<file path="config.mk">
export PLATFORM = sky130hd
export DESIGN_NAME = pc_unit_flat
export DESIGN_NICKNAME = d
export VERILOG_FILES = /design/src/rtl/pc_pkg.sv /design/src/rtl/pc_unit_if.sv /design/src/rtl/pc_stack.sv /design/src/rtl/pc_unit.sv /design/src/flat_wrapper.sv
export SDC_FILE = /design/constraint.sdc
export NUM_CORES = 1
export LEC_CHECK = 0
export BUFFER_PORTS_ARGS = -buffer_cell sky130_fd_sc_hd__buf_4
export CORE_ASPECT_RATIO = 0.75
export CORE_MARGIN = 2
export CORE_UTILIZATION = 50
export DETAILED_ROUTE_END_ITERATION = 10
export PLACE_DENSITY = 0.72
export SLEW_MARGIN = 30
export SYNTH_ARGS = -nofsm -noshare
export SYNTH_HDL_FRONTEND = slang
export SYNTH_SLANG_ARGS = --single-unit
</file>
<file path="constraint.sdc">
create_clock -name i_clk -period 2.9 [get_ports i_clk]
set_clock_uncertainty 0.15 [all_clocks]
set_input_delay 0.145 -clock i_clk [delete_from_list [all_inputs] [get_ports i_clk]]
set_output_delay 0.145 -clock i_clk [all_outputs]
set_load 0.01 [all_outputs]
</file>
<file path="src/rtl/pc_pkg.sv">
// Shared defaults and stack-op decode for the program-counter stage.
package pc_pkg;

  localparam int ADDR_W_DEF      = 8;
  localparam int STACK_DEPTH_DEF = 4;
  localparam int BUS_W           = 8;

  typedef enum logic [1:0] {
    OP_NONE,
    OP_PUSH,
    OP_POP,
    OP_CONFLICT
  } stack_op_e;

  // Push and pop together is reported as a conflict and neither is executed.
  function automatic stack_op_e decode_op(input logic push, input logic pop);
    case ({push, pop})
      2'b10:   return OP_PUSH;
      2'b01:   return OP_POP;
      2'b11:   return OP_CONFLICT;
      default: return OP_NONE;
    endcase
  endfunction

endpackage

</file>
<file path="src/rtl/pc_unit_if.sv">
// Control/bus bundle between the micro-coded control unit and pc_unit.
// Optional breakpoint signals exist only when PC_BREAKPOINT_EN is defined.
interface pc_unit_if import pc_pkg::*; #(
  parameter int ADDR_W = ADDR_W_DEF
) ();

  logic [BUS_W-1:0]  i_bus;
  logic [BUS_W-1:0]  o_bus;
  logic              o_busEn;
  logic              i_ctrlLoadPC;
  logic              i_ctrlIncrPC;
  logic              i_ctrlPCNOe;
  logic              i_ctrlPush;
  logic              i_ctrlPop;
  logic [ADDR_W-1:0] o_address;
  logic              o_stackFull;
  logic              o_stackEmpty;
  logic              o_stackErr;
  logic              o_break;
`ifdef PC_BREAKPOINT_EN
  logic [ADDR_W-1:0] i_bpAddr;
  logic              i_bpValid;
  logic              i_bpClear;
`endif

  // Control unit side
  modport master (
    output i_bus, i_ctrlLoadPC, i_ctrlIncrPC, i_ctrlPCNOe, i_ctrlPush, i_ctrlPop,
`ifdef PC_BREAKPOINT_EN
    output i_bpAddr, i_bpValid, i_bpClear,
`endif
    input  o_bus, o_busEn, o_address, o_stackFull, o_stackEmpty, o_stackErr, o_break
  );

  // PC unit side
  modport slave (
    input  i_bus, i_ctrlLoadPC, i_ctrlIncrPC, i_ctrlPCNOe, i_ctrlPush, i_ctrlPop,
`ifdef PC_BREAKPOINT_EN
    input  i_bpAddr, i_bpValid, i_bpClear,
`endif
    output o_bus, o_busEn, o_address, o_stackFull, o_stackEmpty, o_stackErr, o_break
  );

endinterface

</file>
<file path="src/rtl/pc_stack.sv">
// Return-address LIFO. Dropped operations (overflow, underflow, push+pop)
// leave pointer and contents untouched and raise a one-cycle err pulse.
module pc_stack import pc_pkg::*; #(
  parameter int DEPTH = STACK_DEPTH_DEF,
  parameter int W     = ADDR_W_DEF
) (
  input  logic         clk,
  input  logic         rst_n,
  input  logic         push,
  input  logic         pop,
  input  logic [W-1:0] din,
  output logic [W-1:0] top,
  output logic         full,
  output logic         empty,
  output logic         pop_ok,
  output logic         err
);

  localparam int IDX_W = $clog2(DEPTH);
  localparam int PTR_W = IDX_W + 1;

  logic [PTR_W-1:0] ptr_q, ptr_d, ptr_m1;
  logic [W-1:0]     mem_q [DEPTH];
  logic             push_ok;
  stack_op_e        op;

  // Decode operation, qualify against pointer state, compute next pointer
  always_comb begin
    op      = decode_op(push, pop);
    full    = (ptr_q == PTR_W'(DEPTH));
    empty   = (ptr_q == '0);
    push_ok = (op == OP_PUSH) && !full;
    pop_ok  = (op == OP_POP)  && !empty;
    err     = (op == OP_CONFLICT) || ((op == OP_PUSH) && full) || ((op == OP_POP) && empty);
    ptr_m1  = ptr_q - 1'b1;
    top     = mem_q[ptr_m1[IDX_W-1:0]];
    ptr_d   = ptr_q;
    if (push_ok)     ptr_d = ptr_q + 1'b1;
    else if (pop_ok) ptr_d = ptr_m1;
  end

  // Pointer register
  always_ff @(posedge clk or negedge rst_n) begin
    if (!rst_n) ptr_q <= '0;
    else        ptr_q <= ptr_d;
  end

  // Entry storage; contents are don't-care after reset
  always_ff @(posedge clk) begin
    if (push_ok) mem_q[ptr_q[IDX_W-1:0]] <= din;
  end

endmodule

</file>
<file path="src/rtl/pc_unit.sv">
// Program-counter stage: PC register, next-PC priority (pop > load > incr >
// hold), sticky stack error, bus drive and optional breakpoint.
// Optional feature macro: PC_BREAKPOINT_EN (adds breakpoint compare/latch).
// ADDR_W must not exceed the 8-bit bus width; upper bus bits are ignored.
module pc_unit import pc_pkg::*; #(
  parameter int ADDR_W      = ADDR_W_DEF,
  parameter int STACK_DEPTH = STACK_DEPTH_DEF
) (
  input  logic       i_clk,
  input  logic       i_nReset,
  pc_unit_if.slave   pif
);

  logic [ADDR_W-1:0] pc_q, pc_d;
  logic [ADDR_W-1:0] stk_top;
  logic              stk_full, stk_empty, stk_pop_ok, stk_err;
  logic              err_q, err_d;
  logic [BUS_W-1:0]  bus_val;

  pc_stack #(
    .DEPTH (STACK_DEPTH),
    .W     (ADDR_W)
  ) u_stack (
    .clk    (i_clk),
    .rst_n  (i_nReset),
    .push   (pif.i_ctrlPush),
    .pop    (pif.i_ctrlPop),
    .din    (pc_q),
    .top    (stk_top),
    .full   (stk_full),
    .empty  (stk_empty),
    .pop_ok (stk_pop_ok),
    .err    (stk_err)
  );

  // Next PC: a pop that the stack rejected falls through to load/incr/hold
  always_comb begin
    pc_d = pc_q;
    if (stk_pop_ok)            pc_d = stk_top;
    else if (pif.i_ctrlLoadPC) pc_d = pif.i_bus[ADDR_W-1:0];
    else if (pif.i_ctrlIncrPC) pc_d = pc_q + ADDR_W'(1);
    err_d = err_q | stk_err;
  end

  // PC and sticky error registers
  always_ff @(posedge i_clk or negedge i_nReset) begin
    if (!i_nReset) begin
      pc_q  <= '0;
      err_q <= 1'b0;
    end else begin
      pc_q  <= pc_d;
      err_q <= err_d;
    end
  end

  // Bus drive reflects the current (pre-update) PC
  always_comb begin
    bus_val              = '0;
    bus_val[ADDR_W-1:0]  = pc_q;
    pif.o_busEn          = ~pif.i_ctrlPCNOe;
    pif.o_bus            = pif.o_busEn ? bus_val : '0;
  end

  assign pif.o_address    = pc_q;
  assign pif.o_stackFull  = stk_full;
  assign pif.o_stackEmpty = stk_empty;
  assign pif.o_stackErr   = err_q;

`ifdef PC_BREAKPOINT_EN
  logic brk_q, brk_d;

  // Breakpoint latch: compares the registered PC, clear beats set
  always_comb begin
    brk_d = brk_q;
    if (pif.i_bpClear)                              brk_d = 1'b0;
    else if (pif.i_bpValid && (pc_q == pif.i_bpAddr)) brk_d = 1'b1;
  end

  // Breakpoint register
  always_ff @(posedge i_clk or negedge i_nReset) begin
    if (!i_nReset) brk_q <= 1'b0;
    else           brk_q <= brk_d;
  end

  assign pif.o_break = brk_q;
`else
  assign pif.o_break = 1'b0;
`endif

endmodule
</file>
<file path="src/flat_wrapper.sv">
// flat-port wrapper written by rule: the top's interface ports become plain ports
module pc_unit_flat import pc_pkg::*;
#(
  parameter int ADDR_W      = ADDR_W_DEF,
  parameter int STACK_DEPTH = STACK_DEPTH_DEF
)
  (i_clk, i_nReset, pif_i_bus, pif_i_ctrlLoadPC, pif_i_ctrlIncrPC, pif_i_ctrlPCNOe, pif_i_ctrlPush, pif_i_ctrlPop, pif_o_bus, pif_o_busEn, pif_o_address, pif_o_stackFull, pif_o_stackEmpty, pif_o_stackErr, pif_o_break);
  pc_unit_if #(.ADDR_W(ADDR_W)) pif_i ();
  input  logic i_clk;
  input  logic i_nReset;
  input wire logic [$bits(pif_i.i_bus)-1:0] pif_i_bus;
  input wire logic [$bits(pif_i.i_ctrlLoadPC)-1:0] pif_i_ctrlLoadPC;
  input wire logic [$bits(pif_i.i_ctrlIncrPC)-1:0] pif_i_ctrlIncrPC;
  input wire logic [$bits(pif_i.i_ctrlPCNOe)-1:0] pif_i_ctrlPCNOe;
  input wire logic [$bits(pif_i.i_ctrlPush)-1:0] pif_i_ctrlPush;
  input wire logic [$bits(pif_i.i_ctrlPop)-1:0] pif_i_ctrlPop;
  output wire logic [$bits(pif_i.o_bus)-1:0] pif_o_bus;
  output wire logic [$bits(pif_i.o_busEn)-1:0] pif_o_busEn;
  output wire logic [$bits(pif_i.o_address)-1:0] pif_o_address;
  output wire logic [$bits(pif_i.o_stackFull)-1:0] pif_o_stackFull;
  output wire logic [$bits(pif_i.o_stackEmpty)-1:0] pif_o_stackEmpty;
  output wire logic [$bits(pif_i.o_stackErr)-1:0] pif_o_stackErr;
  output wire logic [$bits(pif_i.o_break)-1:0] pif_o_break;
  assign pif_i.i_bus = pif_i_bus;
  assign pif_i.i_ctrlLoadPC = pif_i_ctrlLoadPC;
  assign pif_i.i_ctrlIncrPC = pif_i_ctrlIncrPC;
  assign pif_i.i_ctrlPCNOe = pif_i_ctrlPCNOe;
  assign pif_i.i_ctrlPush = pif_i_ctrlPush;
  assign pif_i.i_ctrlPop = pif_i_ctrlPop;
  assign pif_o_bus = pif_i.o_bus;
  assign pif_o_busEn = pif_i.o_busEn;
  assign pif_o_address = pif_i.o_address;
  assign pif_o_stackFull = pif_i.o_stackFull;
  assign pif_o_stackEmpty = pif_i.o_stackEmpty;
  assign pif_o_stackErr = pif_i.o_stackErr;
  assign pif_o_break = pif_i.o_break;
  pc_unit #(.ADDR_W(ADDR_W), .STACK_DEPTH(STACK_DEPTH)) u_core (.i_clk(i_clk), .i_nReset(i_nReset), .pif(pif_i));
endmodule
</file>
After elaboration in Yosys (flattened, before gate mapping)
Memories as Yosys holds them, arrays and structs flattened.
Index checks and enable logic that the tools add are counted.
{"block": "totals", "memories": 1, "mem_bits_ro": 0, "register_bits": 12, "output_inout_bits": 21, "word_cells": 36, "latch_bits": 0, "ramBits": 32}
{"block": "classes", "n_addsub": 3, "magnitude_cmp": 0, "shift": 0, "n_eq_ne": 7, "mul": 0, "bitwise": 2, "muxes": 9, "n_reduce_logical": 11, "div_mod_pow": 0}
{"name": "u_core.u_stack.mem_q", "words": 4, "width": 8, "read_ports": 1, "rd_ports_with_merged_regs": 0, "write_ports": 1, "line": "pc_stack.sv:23", "rtl": "logic [W-1:0] mem_q [DEPTH];"}
{"cell": "two-way mux 8 bit", "count": 4}
{"cell": "adder 8 x 1 -> 8 bit, second input constant", "count": 1}
{"cell": "equality test 2 bit, second input constant", "count": 4}
{"cell": "two-way mux 3 bit", "count": 2}
{"cell": "case mux 2 bit (3 select lines)", "count": 1}
{"cell": "equality test 2 x 1 -> 1 bit, second input constant", "count": 2}
{"cell": "logical AND 1 bit", "count": 4}
{"cell": "adder 3 x 1 -> 3 bit, second input constant", "count": 1}
{"cell": "equality test 3 bit, second input constant", "count": 1}
{"cell": "logical NOT 3 bit", "count": 1}
{"cell": "nonzero test 3 bit", "count": 1}
{"cell": "subtractor 3 x 1 -> 3 bit, second input constant", "count": 1}
{"cell": "logical NOT 1 bit", "count": 2}
{"cell": "logical OR 1 bit", "count": 2}
{"cell": "two-way mux 1 bit", "count": 2}
{"cell": "nonzero test 2 bit", "count": 1}
{"cell": "inverter 1 bit", "count": 1}
{"cell": "OR 1 bit", "count": 1}

Logic depth before layout (Yosys ltp)
{"block": "logic_depth", "word_depth": 7, "ltp_mapped": 10}

By module
From an unflattened synthesis, not the netlist that was laid out.
{"block": "unflattened", "hier_cells": 155, "hier_area_um2": 2168.3}
{"module": "pc_stack", "instances": 1, "cells_each": 74, "area_per_inst_um2": 1473.9, "seq_area_each_um2": 1036.0}
{"module": "pc_unit", "instances": 1, "cells_each": 81, "area_per_inst_um2": 694.4, "seq_area_each_um2": 225.2}

Worst setup path after synthesis
Ideal clock, no wire load.
{"block": "synth_path", "path_kind": "reg-to-reg", "startpoint": "reg u_core.u_stack.ptr_q[0]", "endpoint": "reg u_core.u_stack.ptr_q[1]", "setup_slack_ns": 0.621, "setup_time_ns": 0.125, "path_stages_with_launch": 9, "required_ns": 2.625, "arrival_time_ns": 2.004, "path_buffers": 2, "cell_sequence": "dfrtp_1 buf_4 inv_1 ha_1 ha_1 or3b_1 clkbuf_1 a21o_1 mux2_2"}
{"block": "synth_between", "elab_chain_cells": 4}
{"element": "start: declaration", "line": "pc_stack.sv:22", "rtl": "logic [PTR_W-1:0] ptr_q, ptr_d, ptr_m1;"}
{"element": "start signal: assignment", "line": "pc_stack.sv:45", "rtl": "else ptr_q <= ptr_d;"}
{"element": "logical NOT 3 bit", "line": "pc_stack.sv:31", "rtl": "empty = (ptr_q == '0);"}
{"element": "via pif_o_stackEmpty", "line": "flat_wrapper.sv:21", "rtl": "output wire logic [$bits(pif_i.o_stackEmpty)-1:0] pif_o_stackEmpty;"}
{"element": "logical NOT 1 bit", "line": "pc_stack.sv:33", "rtl": "pop_ok = (op == OP_POP) && !empty;"}
{"element": "logical AND 1 bit", "line": "pc_stack.sv:33"}
{"element": "nonzero test 2 bit (no source line)"}
The timed path passes the listed nets, and every way through them passes these cells. The select of a mux whose other input is x is not followed.
A chain may end at the register's enable or synchronous reset.

Worst setup path in the final report
{"block": "layout_path", "startpoint": "reg u_core.u_stack.ptr_q[1]", "endpoint": "mem u_core.u_stack.mem_q[0][6] in the netlist's numbering, enable pin"}
{"block": "layout_between", "elab_chain_cells": 5}
{"element": "equality test 3 bit", "line": "pc_stack.sv:30", "rtl": "full = (ptr_q == PTR_W'(DEPTH));"}
{"element": "logical NOT 1 bit", "line": "pc_stack.sv:32", "rtl": "push_ok = (op == OP_PUSH) && !full;"}
{"element": "logical AND 1 bit", "line": "pc_stack.sv:32"}
{"element": "two-way mux 1 bit", "line": "pc_stack.sv:50", "rtl": "if (push_ok) mem_q[ptr_q[IDX_W-1:0]] <= din;"}
{"element": "two-way mux 1 bit (not written as such)", "line": "pc_stack.sv:50"}
{"element": "end: declaration", "line": "pc_stack.sv:23"}
Several ways; a longest one is shown, not always the timed one.

==> results.toml <==
[grt]
antenna_found_initial = 0
grt_pass1_wl_um = 6800
grt_use_total = 0.200
overflow = 0
grt_max_degree = 16
grt_pass1_vias = 1285

[timing]
setup_tns_ns = 0
rsz0062_at_grt = "no"
fin_ws_ns = 0.601
finalCriticalPeriod_ns = 2.30
max_freq_ghz = 0.435
fin_crit_sh = 0.793
setup_violations = 0
hold_ws_ns = 0.00953
hold_viol = 0
drv_slew = 0

[worst_hold_path]
hp-class = "in -> reg"

[floorplanning]
die_h_um = 59.5
start_util = 0.514
die_area_um2 = 4650
rows = 20
pin_count = 36
core_area_um2 = 4000
die_w_um = 78.1

[pwr]
power.density_nw_per_um2 = 879
p_leak_nw = 0.945
max-vdd-ir-drop_uv = 429

[yosys]
synthTopCellsByArea = "edfxtp_1, dfrtp_1, mux4_2"
syn_nets = 166
synth_compound_area_frac = 0.0572
synth_top_family_by_area = "simple AND/OR/NAND/NOR gates"
seq_area_frac_synth = 0.613
synthSimpleGateAreaFrac = 0.117
synth_top_area_frac = 0.467
synth_largest_area_cell = "edfxtp_1"
ys_seq_elements = 44
synthXorXnorAreaFrac = 0.0298
avgSynthCellArea_um2 = 14.3
synth-adder-area-share = 0.0426
synthDistinctLibCells = 34
yosys_warnings = 0
synth.area.mux_share = 0.113
syn_inst = 144
synth_area_um2 = 2060

[cells_and_area]
area.growth.synth_to_final_pct = 19.4
finalNonFillerCells = 236
final_nets = 202
drive_gt1_frac = 0.293
layout_commonest_cell = "buf_4"
num_antenna_cells = 0
post-route-util = 0.613
nFillCells = 322
final_cell_mix = "buf_4, edfxtp_1, dfrtp_1"
multi_input_area_um2 = 743
ff_latch_area_um2 = 1260

[status]
status = "finished, final reports clean"

[placement]
place_hpwl_um = 3030
gp_congestion = 0.807
port_buffers = 34
pre_cts_slack_ns = 0.623
dp.cells = 226

[clock_network]
path_clk_slew_ns = 0.08
clock_latency_ns = 0.28
htree_num_levels = 2
cts_tree = "done"
ctsResizeCount = 0
cts-root-buf = "clkbuf_8"
cts_buffers = 5
cts.path.max_buffers = 2
cts.sink_count = 44

[critical_path]
critical_path.startpoint_type = "register"
end_kind = "register"
crit_top_cell = "and2_1"
path_delay_family = "simple AND/OR/NAND/NOR gates"
critical-path-max-stage-delay_ns = 0.48
slowest_stage = "and2_1"
crit_buf_inv = 1
critPathMaxFanout = 8
path_class = "reg -> reg"
path_cells = "inv_1 -> ha_1 -> and2_1 -> nor3b_2 -> and2_1"
worstPathArrival_ns = 2.08
worstPathRequired_ns = 2.68

[detailed_routing]
routed_via_density = 5.50
first_pass_iters = 4
drcViolationCount = 0
vias = 1297
drt_wl_total_um = 4230
drtAntennaViolNets = 0
wl_per_cell_um = 17.9
dr.first_iter.drc_count = 55

[job]
maxCapViolations = 0
## through the flow
stage / area (um^2) / power, mW
finish: 2460 / 2.16
global route: 2460 / 2.29
CTS: 2450 / 2.17
detailed placement: 2350 / 1.80
global placement: 2350 / 1.80
floorplan: 2060 / 1.50
## routing by layer
metal | vias up | part of all wire | routed length [um] | track usage
met5 | - | 0 | 0 | 0
met4 | 0 | 0.0033 | 14 | 0.0376
met3 | 2 | 0.067 | 282 | 0.0488
met2 | 50 | 0.47 | 1970 | 0.321
met1 | 643 | 0.46 | 1960 | 0.286
li1 | 602 | - | - | -
## state kept, by name, summed over array words and instances, names as in the netlist
register               cells
u_core.u_stack.mem_q      32
u_core.pif.o_stackErr      1
u_core.pif.o_address       8
u_core.u_stack.ptr_q       3
## worst register-to-register path, cell delays in order, from the launching register on
cell	delay, ns
dfrtp_1	0.40
inv_1	0.11
ha_1	0.20
and2_1	0.20
nor3b_2	0.41
and2_1	0.48
## Yosys cell counts, drive strengths merged
cell    instances
a21o            1
a21oi           6
a221o           1
a32oi           1
and2            6
and3            1
buf             4
clkbuf          4
conb            1
dfrtp          12
edfxtp         32
ha              7
inv             4
mux2            1
mux2i           4
mux4            8
nand2           5
nand3           1
nand3b          3
nand4           4
nor2            7
nor2b           8
nor3            1
nor3b           1
nor4b           1
o21ai           9
o21bai          1
o31a            1
or3b            2
xnor2           5
xor2            2
## area by class of cell
| type | instances | area share |
|---|---|---|
| Clock buffer | 6 | 0.0295 |
| Sequential cell | 44 | 0.513 |
| Clock inverter | 2 | 0.00509 |
| Inverter | 4 | 0.00611 |
| Tap cell | 55 | 0.0280 |
| Multi-Input combinational cell | 88 | 0.303 |
| Timing Repair Buffer | 37 | 0.115 |
## path summary, 6_finish.rpt
check,to,slack (ns),cells past startpoint,start
hold / removal,u_core.pif.o_address[2]$_DFFE_PN0P_,0.01,3,pif_i_bus[2]
setup / recovery,u_core.u_stack.mem_q[0][6]$_DFFE_PP_,0.60,5,u_core.u_stack.ptr_q[1]$_DFFE_PN0P_
min in group asynchronous,u_core.pif.o_address[5]$_DFFE_PN0P_,0.09,2,i_nReset
hold reg to reg,u_core.pif.o_stackErr$_DFF_PN0_,0.38,1,u_core.pif.o_stackErr$_DFF_PN0_
max in group asynchronous,u_core.pif.o_address[3]$_DFFE_PN0P_,2.35,2,i_nReset
setup reg to reg,u_core.u_stack.mem_q[0][6]$_DFFE_PP_,0.60,5,u_core.u_stack.ptr_q[1]$_DFFE_PN0P_
## cells by family (layout without fill, tap and decap cells)
family                   count (synthesis)  count (layout)
flip-flops                              44              44
AND/OR/NAND/NOR                         40              40
AO/OA/AOI/OAI                           20              20
multiplexers                            13              13
buffers and inverters                   12              49
adder cells (fa/ha/maj)                  7               7
XOR/XNOR                                 7               7
other                                    1               1
## timing repair
item	in CTS	in global routing
hold buffers	1	1
setup buffers	0	0
endpoints found under the hold margin	12	1
endpoints found under the setup margin	0	0
## power by group
part           internal [mW]  total, mW  switching [mW]
logic                  0.413      0.782           0.370
clock network          0.168      0.364           0.196
registers              0.849       1.01           0.162
Power figures use the tool's default switching activity.
